### src/rtl/riscv_defines.sv
// Shared definitions for the tag-propagation execute slice.
//   ALU_MODE_WIDTH  : width of the tag-propagation mode field
//   tag_mode_e      : MODE_OLD / MODE_AND / MODE_OR / MODE_CLR
//   tag_ex_state_e  : IDLE / BUSY / DONE states of the tag execute FSM
//   tag_next()      : combinational next-tag function
package riscv_defines;

  localparam int ALU_MODE_WIDTH  = 2;
  localparam int TAINT_CNT_WIDTH = 16;

  typedef enum logic [ALU_MODE_WIDTH-1:0] {
    MODE_OLD = 2'b00,
    MODE_AND = 2'b01,
    MODE_OR  = 2'b10,
    MODE_CLR = 2'b11
  } tag_mode_e;

  typedef enum logic [1:0] {
    TAG_EX_IDLE = 2'b00,
    TAG_EX_BUSY = 2'b01,
    TAG_EX_DONE = 2'b10
  } tag_ex_state_e;

  // Single-operand instructions reuse rs1 in place of rs2, so AND/OR
  // collapse to a plain copy of rs1's tag.
  function automatic logic tag_next(
    input tag_mode_e mode,
    input logic      rs1_tag,
    input logic      rs2_tag,
    input logic      use_rs2,
    input logic      rd_old_tag
  );
    logic src2;
    src2 = use_rs2 ? rs2_tag : rs1_tag;
    case (mode)
      MODE_OLD: tag_next = rd_old_tag;
      MODE_AND: tag_next = rs1_tag & src2;
      MODE_OR:  tag_next = rs1_tag | src2;
      default:  tag_next = 1'b0;
    endcase
  endfunction

endpackage

### src/rtl/riscv_tag_sat_counter.sv
// Saturating up-counter with synchronous clear.
//   clk, rst_n : clock, asynchronous active-low reset
//   inc        : add one (holds at all-ones)
//   clear      : restart the count; a simultaneous inc makes the result 1
//   count      : current count
module riscv_tag_sat_counter
  import riscv_defines::*;
#(
  parameter int WIDTH = TAINT_CNT_WIDTH
) (
  input  logic             clk,
  input  logic             rst_n,
  input  logic             inc,
  input  logic             clear,
  output logic [WIDTH-1:0] count
);

  localparam logic [WIDTH-1:0] CNT_MAX = '1;

  // NOTE: sequential state is written with non-blocking assignments only so
  // every flop samples the pre-edge values regardless of block ordering.
  always_ff @(posedge clk or negedge rst_n) begin
    if (!rst_n) begin
      count <= '0;
    end else if (clear) begin
      count <= inc ? WIDTH'(1) : '0;
    end else if (inc && (count != CNT_MAX)) begin
      count <= count + WIDTH'(1);
    end
  end

endmodule

### src/rtl/riscv_tag_prop_ex.sv
// Execute-stage tag propagation unit.
// Computes the destination-register tag in the issue cycle, waits for the
// multi-cycle datapath when needed, and holds the result until writeback
// takes it. Tainted handoffs are counted in a saturating counter.
//   issue_i / ready_o        : issue handshake from ID
//   mode_i, rs1/rs2_tag_i,
//   use_rs2_i, rd_old_tag_i  : operands of the next-tag function
//   multicycle_i, ex_done_i  : MUL/DIV in flight and its completion
//   wb_ready_i               : writeback accepts rd_tag_o
//   flush_i                  : discard everything, return to IDLE
//   cnt_clear_i              : clear the taint counter
//   tag_valid_o, rd_tag_o    : result toward writeback (state/register only)
//   busy_o                   : multi-cycle operation in flight
//   taint_cnt_o              : saturating count of tainted handoffs
module riscv_tag_prop_ex
  import riscv_defines::*;
(
  input  logic                       clk,
  input  logic                       rst_n,
  input  logic                       issue_i,
  input  logic [ALU_MODE_WIDTH-1:0]  mode_i,
  input  logic                       rs1_tag_i,
  input  logic                       rs2_tag_i,
  input  logic                       use_rs2_i,
  input  logic                       rd_old_tag_i,
  input  logic                       multicycle_i,
  input  logic                       ex_done_i,
  input  logic                       wb_ready_i,
  input  logic                       flush_i,
  input  logic                       cnt_clear_i,
  output logic                       ready_o,
  output logic                       tag_valid_o,
  output logic                       rd_tag_o,
  output logic                       busy_o,
  output logic [TAINT_CNT_WIDTH-1:0] taint_cnt_o
);

  tag_ex_state_e state_q;
  logic          rd_tag_q;
  logic          accept;
  logic          handoff;
  logic          issue_tag;

  // A DONE result leaving this cycle frees the slot, so a new issue can be
  // taken in the same cycle without a bubble.
  assign ready_o = !flush_i &&
                   ((state_q == TAG_EX_IDLE) ||
                    ((state_q == TAG_EX_DONE) && wb_ready_i));
  assign accept  = issue_i && ready_o;
  assign handoff = (state_q == TAG_EX_DONE) && wb_ready_i && !flush_i;

  assign issue_tag = tag_next(tag_mode_e'(mode_i), rs1_tag_i, rs2_tag_i,
                              use_rs2_i, rd_old_tag_i);

  always_ff @(posedge clk or negedge rst_n) begin
    if (!rst_n) begin
      state_q  <= TAG_EX_IDLE;
      rd_tag_q <= 1'b0;
    end else if (flush_i) begin
      state_q  <= TAG_EX_IDLE;
      rd_tag_q <= 1'b0;
    end else if (accept) begin
      // The tag is captured only here; operand changes afterwards are ignored.
      // ex_done_i in this cycle is irrelevant because the state is not BUSY.
      state_q  <= multicycle_i ? TAG_EX_BUSY : TAG_EX_DONE;
      rd_tag_q <= issue_tag;
    end else begin
      case (state_q)
        TAG_EX_BUSY: if (ex_done_i)  state_q <= TAG_EX_DONE;
        TAG_EX_DONE: if (wb_ready_i) state_q <= TAG_EX_IDLE;
        default:     state_q <= TAG_EX_IDLE;
      endcase
    end
  end

  // Decoded purely from state/register so no input reaches these outputs.
  assign tag_valid_o = (state_q == TAG_EX_DONE);
  assign busy_o      = (state_q == TAG_EX_BUSY);
  assign rd_tag_o    = rd_tag_q;

  riscv_tag_sat_counter #(
    .WIDTH (TAINT_CNT_WIDTH)
  ) u_taint_cnt (
    .clk   (clk),
    .rst_n (rst_n),
    .inc   (handoff && rd_tag_q),
    .clear (cnt_clear_i),
    .count (taint_cnt_o)
  );

endmodule
### config.mk
export PLATFORM = sky130hd
export DESIGN_NAME = riscv_tag_prop_ex
export DESIGN_NICKNAME = d
export VERILOG_FILES = /design/src/rtl/riscv_defines.sv /design/src/rtl/riscv_tag_sat_counter.sv /design/src/rtl/riscv_tag_prop_ex.sv
export SDC_FILE = /design/constraint.sdc
export NUM_CORES = 1
export LEC_CHECK = 0
export ABC_AREA = 1
export BUFFER_PORTS_ARGS = -buffer_cell sky130_fd_sc_hd__buf_2
export CAP_MARGIN = 5
export CORE_UTILIZATION = 35
export CTS_BUF_LIST = sky130_fd_sc_hd__clkbuf_16
export DETAILED_ROUTE_END_ITERATION = 7
export PLACE_DENSITY = 0.68
export SKIP_LAST_GASP = 1
export SLEW_MARGIN = 0
export SYNTH_ARGS = -nofsm -noshare
export SYNTH_HDL_FRONTEND = slang
export SYNTH_SLANG_ARGS = --single-unit
### constraint.sdc
create_clock -name clk -period 5.3 [get_ports clk]
set_clock_uncertainty 0.15 [all_clocks]
set_input_delay 0.265 -clock clk [delete_from_list [all_inputs] [get_ports clk]]
set_output_delay 0.265 -clock clk [all_outputs]
set_load 0.02 [all_outputs]
==> results of run 1 <==
==> routing by layer <==
metal | global-route usage | share of wire | up-vias
met4 | 0.0872 | 0.024 | 0
met3 | 0.0349 | 0.053 | 9
li1 | - | - | 666
met2 | 0.286 | 0.46 | 42
met5 | 0 | 0 | -
met1 | 0.214 | 0.46 | 577
==> state kept, by name (all words and copies together) (netlist names) <==
signal and flops:
u_taint_cnt.count 16, state_q 2, rd_tag_o 1
==> synth_stat cells, drive strengths merged <==
cell	n	area, um^2
or2	3	18.8
o21ai	4	20.0
nand3	12	60.1
o21bai	4	30.0
buf	2	16.3
a21oi	4	20.0
clkbuf	1	3.75
xor2	3	26.3
o22ai	1	6.26
nor2	23	128
ha	1	12.5
and3	1	6.26
nand4	18	119
dfrtp	19	475
a22oi	1	7.51
inv	16	60.1
nand2	66	258
==> per-stage QoR <==
stage                     hold WS, ns  setup WS [ns]  instances
after CTS                       0.144           3.34        260
after global routing            0.197           3.18        260
final                           0.144           3.36        260
after floorplan                -0.181           3.47        179
after global placement         0.0775           3.43        255
after detailed placement       0.0827           3.36        255
==> power by group through the flow <==
stage          sequential, mW  combinational (mW)  clock, mW
2_1_floorplan           0.153              0.0158          0
3_3_place_gp            0.152              0.0297          0
3_5_place_dp            0.152              0.0303          0
4_1_cts                 0.149              0.0309      0.158
5_1_grt                 0.149              0.0348      0.165
6_report                0.149              0.0301      0.153
==> timing repair <==
action	in CTS	in global routing
endpoints found under the setup margin	0	0
hold buffers	1	0
hold endpoints to repair	19	0
==> worst register-to-register path, cell delays in order, from the launching register on <==
cell and delay (ns):
dfrtp_1 0.43, ha_1 0.24, nand3_1 0.15, inv_2 0.09
nand2_4 0.09, nor2_4 0.05, nor2_4 0.37, nor2_8 0.12
nand2_1 0.08, nand2_1 0.06
==> cells by family (layout without fill, tap and decap cells) <==
| group | after synthesis | in the layout | synth area share |
|---|---|---|---|
| xor+xnor | 3 | 3 | 0.0207 |
| buf+inv | 19 | 54 | 0.0632 |
| fa+ha+maj | 1 | 1 | 0.00987 |
| simple gates | 123 | 123 | 0.465 |
| compound gates | 14 | 14 | 0.0661 |
| flops | 19 | 19 | 0.375 |
==> area by class of cell <==
| class | instances | area share |
|---|---|---|
| clock buffers | 3 | 0.0482 |
| inverters | 16 | 0.0385 |
| well taps | 46 | 0.0369 |
| multi-input cells | 141 | 0.457 |
| flip-flops and latches | 19 | 0.305 |
| clock inverters | 1 | 0.00241 |
| repair buffers | 34 | 0.112 |
==> path summary, 6_finish.rpt <==
path | startpoint | to | slack [ns]
worst max register to register | u_taint_cnt.count[0] | u_taint_cnt.count[0] | 3.36
min in group asynchronous | rst_n | u_taint_cnt.count[4] | 0.33
worst max-delay path | u_taint_cnt.count[0] | u_taint_cnt.count[0] | 3.36
worst min-delay path | multicycle_i | state_q[0] | 0.14
max in group asynchronous | rst_n | state_q[0] | 4.37
worst min register to register | u_taint_cnt.count[6] | u_taint_cnt.count[6] | 0.40
==> summary.md, run 1 <==
| Metric | Value |
|---|---|
| Synth warnings | 0 |
| Vias | 1,294 |
| Hpwl dp | 2190 um |
| Top delay family on crit path | simple AND/OR/NAND/NOR gates |
| CTS Buf Count | 3 |
| Logic pwr share | 0.091 |
| RD Place Congestion | 0.808 |
| Worst relative slew slack | 0.669 |
| Root Buffer | clkbuf_16 |
| # fillers | 363 |
| Final Max Slew Viols | 0 |
| Vias in the first global route | 1,226 |
| Switching share of power | 0.223 |
| Post-route cell area | 1560 um^2 |
| Core ar. | 3390 um^2 |
| Worst Hold Depth | 3 |
| Tightest Hold Check Type | in2reg |
| Area of the multi-input gates | 712 um^2 |
| Crit. path cell count | 9 |
| Post_cts resized | 0 |
| 1st-pass router iterations | 4 |
| Max IR drop VDD | 0.000106 V |
| Final setup viols | 0 |
| Internal Power | 0.258 mW |
| Post-DRT Antenna Nets | 0 |
| Antenna violations before repair | 0 |
| Pwr/cell area | 213 nW/um^2 |
| Synthesized area | 1270 um^2 |
| Startpoint types | register |
| Sequential Power Share | 0.449 |
| Detail-routed via count per cell | 4.98 |
| Layout cells sized above 1 | 0.234 |
| Tcrit/Tclk final | 0.366 |
| Post-Syn Nets | 194 |
| F_max | 0.515 GHz |
| Die area | 3870 um^2 |
| Sequential area share after synthesis | 0.375 |
| Largest net degree at the start of global routing | 20 |
| Design Power | 0.332 mW |
| Post-route DRC | 0 |
| Placed standard-cell area | 1470 um^2 |
| Die span in x | 62.2 um |
| # port buffers | 33 |
| CTS clk-pin slew, worst paths | 0.05 ns |
| CP bufs+invs | 1 |
| CP Data Arrival Time | 1.93 ns |
| Cells after synthesis | 179 |
| Crit Path Max Fanout | 17 |
| Worst-margin pin slew | 0.496 ns |
| Register area | 475 um^2 |
| CP Class | reg2reg |
| Drt initial violations | 59 |
| Setup Buffers After CTS | 0 |
| Max Root-Sink Buffers | 2 |
| Status | finished, final reports clean |
| Wire per inst | 11.2 um |
| Switching power | 0.0742 mW |
| Commonest non-fill, non-tap cell in the layout | nand2_1 |
| MaxCap Viol Count | 0 |
| First-pass GRT wire length | 5360 um |
| Crit path time final | 1.94 ns |
| Critical path required time | 5.29 ns |
| R2R cell count | 9 |
| Fin. Hold Viols | 0 |
| Synth Register Bits | 19 |
| CTS tree | done |
| Critical Path Max Stage Delay | 0.43 ns |
| Clk Latency, worst-skew pair | 0.25 ns |
| Static leakage | 0.829 nW |
| Area growth syn-to-layout | 23.0% |
| H-tree levels | 1 |
| Total GRT Usage | 0.173 |
| Syn_area_per_cell | 7.08 um^2 |
| Site Rows | 21 |
| Most frequent cells in the layout | 64 x nand2_1, 33 x buf_2, 19 x dfrtp_1 |
| Setup total negative slack | 0 ns |
| NumNets Final | 230 |
| Number of diodes | 0 |
| Total grt overflow | 0 |
| CP Capture Type | register |
| Initial Util | 0.374 |
| Crit-path slowest cell | dfrtp_1 |
| Finished Core Util | 0.460 |
| Distinct cells, synth | 25 |
| Crit-path cells | ha_1 > nand3_1 > inv_2 > nand2_4 > nor2_4 > nor2_4 > nor2_8 > nand2_1 > nand2_1 |
| Total Wirelength | 2900 um |
| Total I/O pin count | 34 |
| Die extent in y | 62.2 um |
| RSZ-0062 raised after global routing | false |
| Clock Sinks | 19 |
| Clk pwr share | 0.461 |
Note: power is estimated with default switching activity, not from simulation.
==> run 2, diff against run 1 <==
==> constraint.sdc (replaced) <==
create_clock -name clk -period 2 [get_ports clk]
set_clock_uncertainty 0.15 [all_clocks]
set_input_delay 0.1 -clock clk [delete_from_list [all_inputs] [get_ports clk]]
set_output_delay 0.1 -clock clk [all_outputs]
set_load 0.02 [all_outputs]
==> run 2 against run 1 <==
Effect of this change:
- via count increased by 1.4%
- cell count increased by 2.3%
- critical endpoint is now u_taint_cnt.count[8]
- largest power group unchanged
- critical path type unchanged
- clock-buffer cell count unchanged
- global-route usage increased by 0.53 points
- power increased to 2.7 times the previous value
- first-iteration DRC count increased by 12%
- routed wire length increased by 7.3%
- design area increased by 3.6%
==> summary.md, run 2 (synthesis results as in run 1) <==
| Metric | Value |
|---|---|
| Status | finished, final reports clean |
| CTS Buf Count | 3 |
| CP Class | reg2reg |
| Register area | 475 um^2 |
| # fillers | 347 |
| Layout cells sized above 1 | 0.241 |
| Internal Power | 0.692 mW |
| Internal reg-to-reg setup slack | 0.18 ns |
| Drt initial violations | 66 |
| Setup total negative slack | 0 ns |
| Design Power | 0.903 mW |
| Wire per inst | 11.7 um |
| CP Capture Type | register |
| Die extent in y | 62.2 um |
| Static leakage | 0.853 nW |
| Sequential Power Share | 0.437 |
| Vias in the first global route | 1,283 |
| Commonest non-fill, non-tap cell in the layout | nand2_1 |
| F_max | 0.550 GHz |
| MaxCap Viol Count | 0 |
| RD Place Congestion | 0.865 |
| Area of the multi-input gates | 712 um^2 |
| Worst Hold Depth | 4 |
| Worst relative slew slack | 0.674 |
| First-pass GRT wire length | 5560 um |
| Crit Path Max Fanout | 7 |
| Total GRT Usage | 0.179 |
| R2R Path End | u_taint_cnt.count[8] |
| NumNets Final | 236 |
| Reg2Reg Launch Point | u_taint_cnt.count[0] |
| Fin. Hold Viols | 0 |
| Total Wirelength | 3120 um |
| Placed insts | 257 |
| Vias | 1,312 |
| Max IR drop VDD | 0.000256 V |
| Total grt overflow | 0 |
| H-tree levels | 1 |
| Root Buffer | clkbuf_16 |
| Die span in x | 62.2 um |
| Core ar. | 3390 um^2 |
| Worst-margin pin slew | 0.488 ns |
| RSZ-0062 raised after global routing | false |
| Switching share of power | 0.234 |
| Pwr/cell area | 559 nW/um^2 |
| Total I/O pin count | 34 |
| Number of diodes | 0 |
| Switching power | 0.211 mW |
| Met3 Track Usage GR | 0.0331 |
| Post-DRT Antenna Nets | 0 |
| Post-route DRC | 0 |
| Most frequent cells in the layout | 64 x nand2_1, 33 x buf_2, 19 x dfrtp_1 |
| Largest register FFs | 16 |
| Clk Latency, worst-skew pair | 0.26 ns |
| Crit path time final | 1.82 ns |
| Site Rows | 21 |
| R2R cell count | 9 |
| Worst Hold Path EP | u_taint_cnt.count[10] |
| CP Data Arrival Time | 1.86 ns |
| # port buffers | 33 |
| Most flops, register | u_taint_cnt.count |
| Startpoint types | register |
| CTS tree | done |
| Die area | 3870 um^2 |
| Max Root-Sink Buffers | 2 |
| Final setup viols | 0 |
| Area growth syn-to-layout | 27.4% |
| Logic pwr share | 0.096 |
| Final Max Slew Viols | 0 |
| Antenna violations before repair | 0 |
| Fin cells | 266 |
| Clk pwr share | 0.467 |
| Grt met2 use | 0.299 |
| 1st-pass router iterations | 4 |
| Hold path start | cnt_clear_i |
| Met1 GRT Util | 0.225 |
| Tcrit/Tclk final | 0.909 |
| Critical path required time | 2.04 ns |
| Tightest Hold Check Type | in2reg |
| Most Crowded Layer GR | met2 |
| Initial Util | 0.374 |
| CTS clk-pin slew, worst paths | 0.06 ns |
| Hpwl dp | 2280 um |
| Clock Sinks | 19 |
| Largest net degree at the start of global routing | 20 |
| Detail-routed via count per cell | 4.93 |
[run 2: routing by layer]
metal	wire length [um]	part of all wire
met2	1460	0.47
met5	0	0
met1	1470	0.47
met4	47	0.015
met3	136	0.044
[run 2: what timing repair did]
action / 4_1_cts / 5_1_grt
endpoints found under the setup margin: 0 / 0
hold buffers: 5 / 0
gates resized for setup: 0 / 0
hold endpoints to repair: 22 / 0
setup buffers: 0 / 0
[run 2: cell type report]
class,count,area share
flip-flops and latches,19,0.294
inverters,16,0.0372
clock buffers,3,0.0465
clock inverters,1,0.00310
multi-input cells,141,0.441
well taps,46,0.0356
repair buffers,40,0.143
[run 2: power by group through the flow]
stage / sequential, mW / combinational (mW) / clock, mW
floorplan: 0.405 / 0.0418 / 0
CTS: 0.395 / 0.0876 / 0.428
detailed placement: 0.401 / 0.0802 / 0
global placement: 0.401 / 0.0799 / 0
global route: 0.395 / 0.0980 / 0.447
finish: 0.394 / 0.0867 / 0.422
[run 2: stage by stage]
step	setup WS (ns)	hold slack, ns	area, um^2	util
after floorplan	0.172	-0.346	1270	-
after global placement	0.254	-0.0863	1490	0.438
after detailed placement	0.189	-0.0788	1490	0.438
after CTS	0.178	0.0483	1620	0.477
after global routing	0.0533	0.0773	1620	0.477
final	0.181	0.0550	1620	0.477
[run 2: worst max-delay path: stages (launching register included)]
cell and delay (ns):
dfrtp_1 0.43, ha_1 0.25, nand3_1 0.14, inv_2 0.08
nand2_4 0.09, nor2_4 0.05, nor2_4 0.20, buf_4 0.20
nand4_1 0.08, nand2_1 0.09
[run 2: worst max-delay path by stage]
| stage | to | from | cells past startpoint |
|---|---|---|---|
| floorplan | u_taint_cnt.count[3] | u_taint_cnt.count[0] | 9 |
| finish | u_taint_cnt.count[8] | u_taint_cnt.count[0] | 9 |
| global placement | u_taint_cnt.count[12] | u_taint_cnt.count[0] | 9 |
| CTS | u_taint_cnt.count[8] | u_taint_cnt.count[0] | 9 |
| detailed placement | u_taint_cnt.count[8] | u_taint_cnt.count[0] | 9 |
| global route | u_taint_cnt.count[2] | u_taint_cnt.count[0] | 9 |
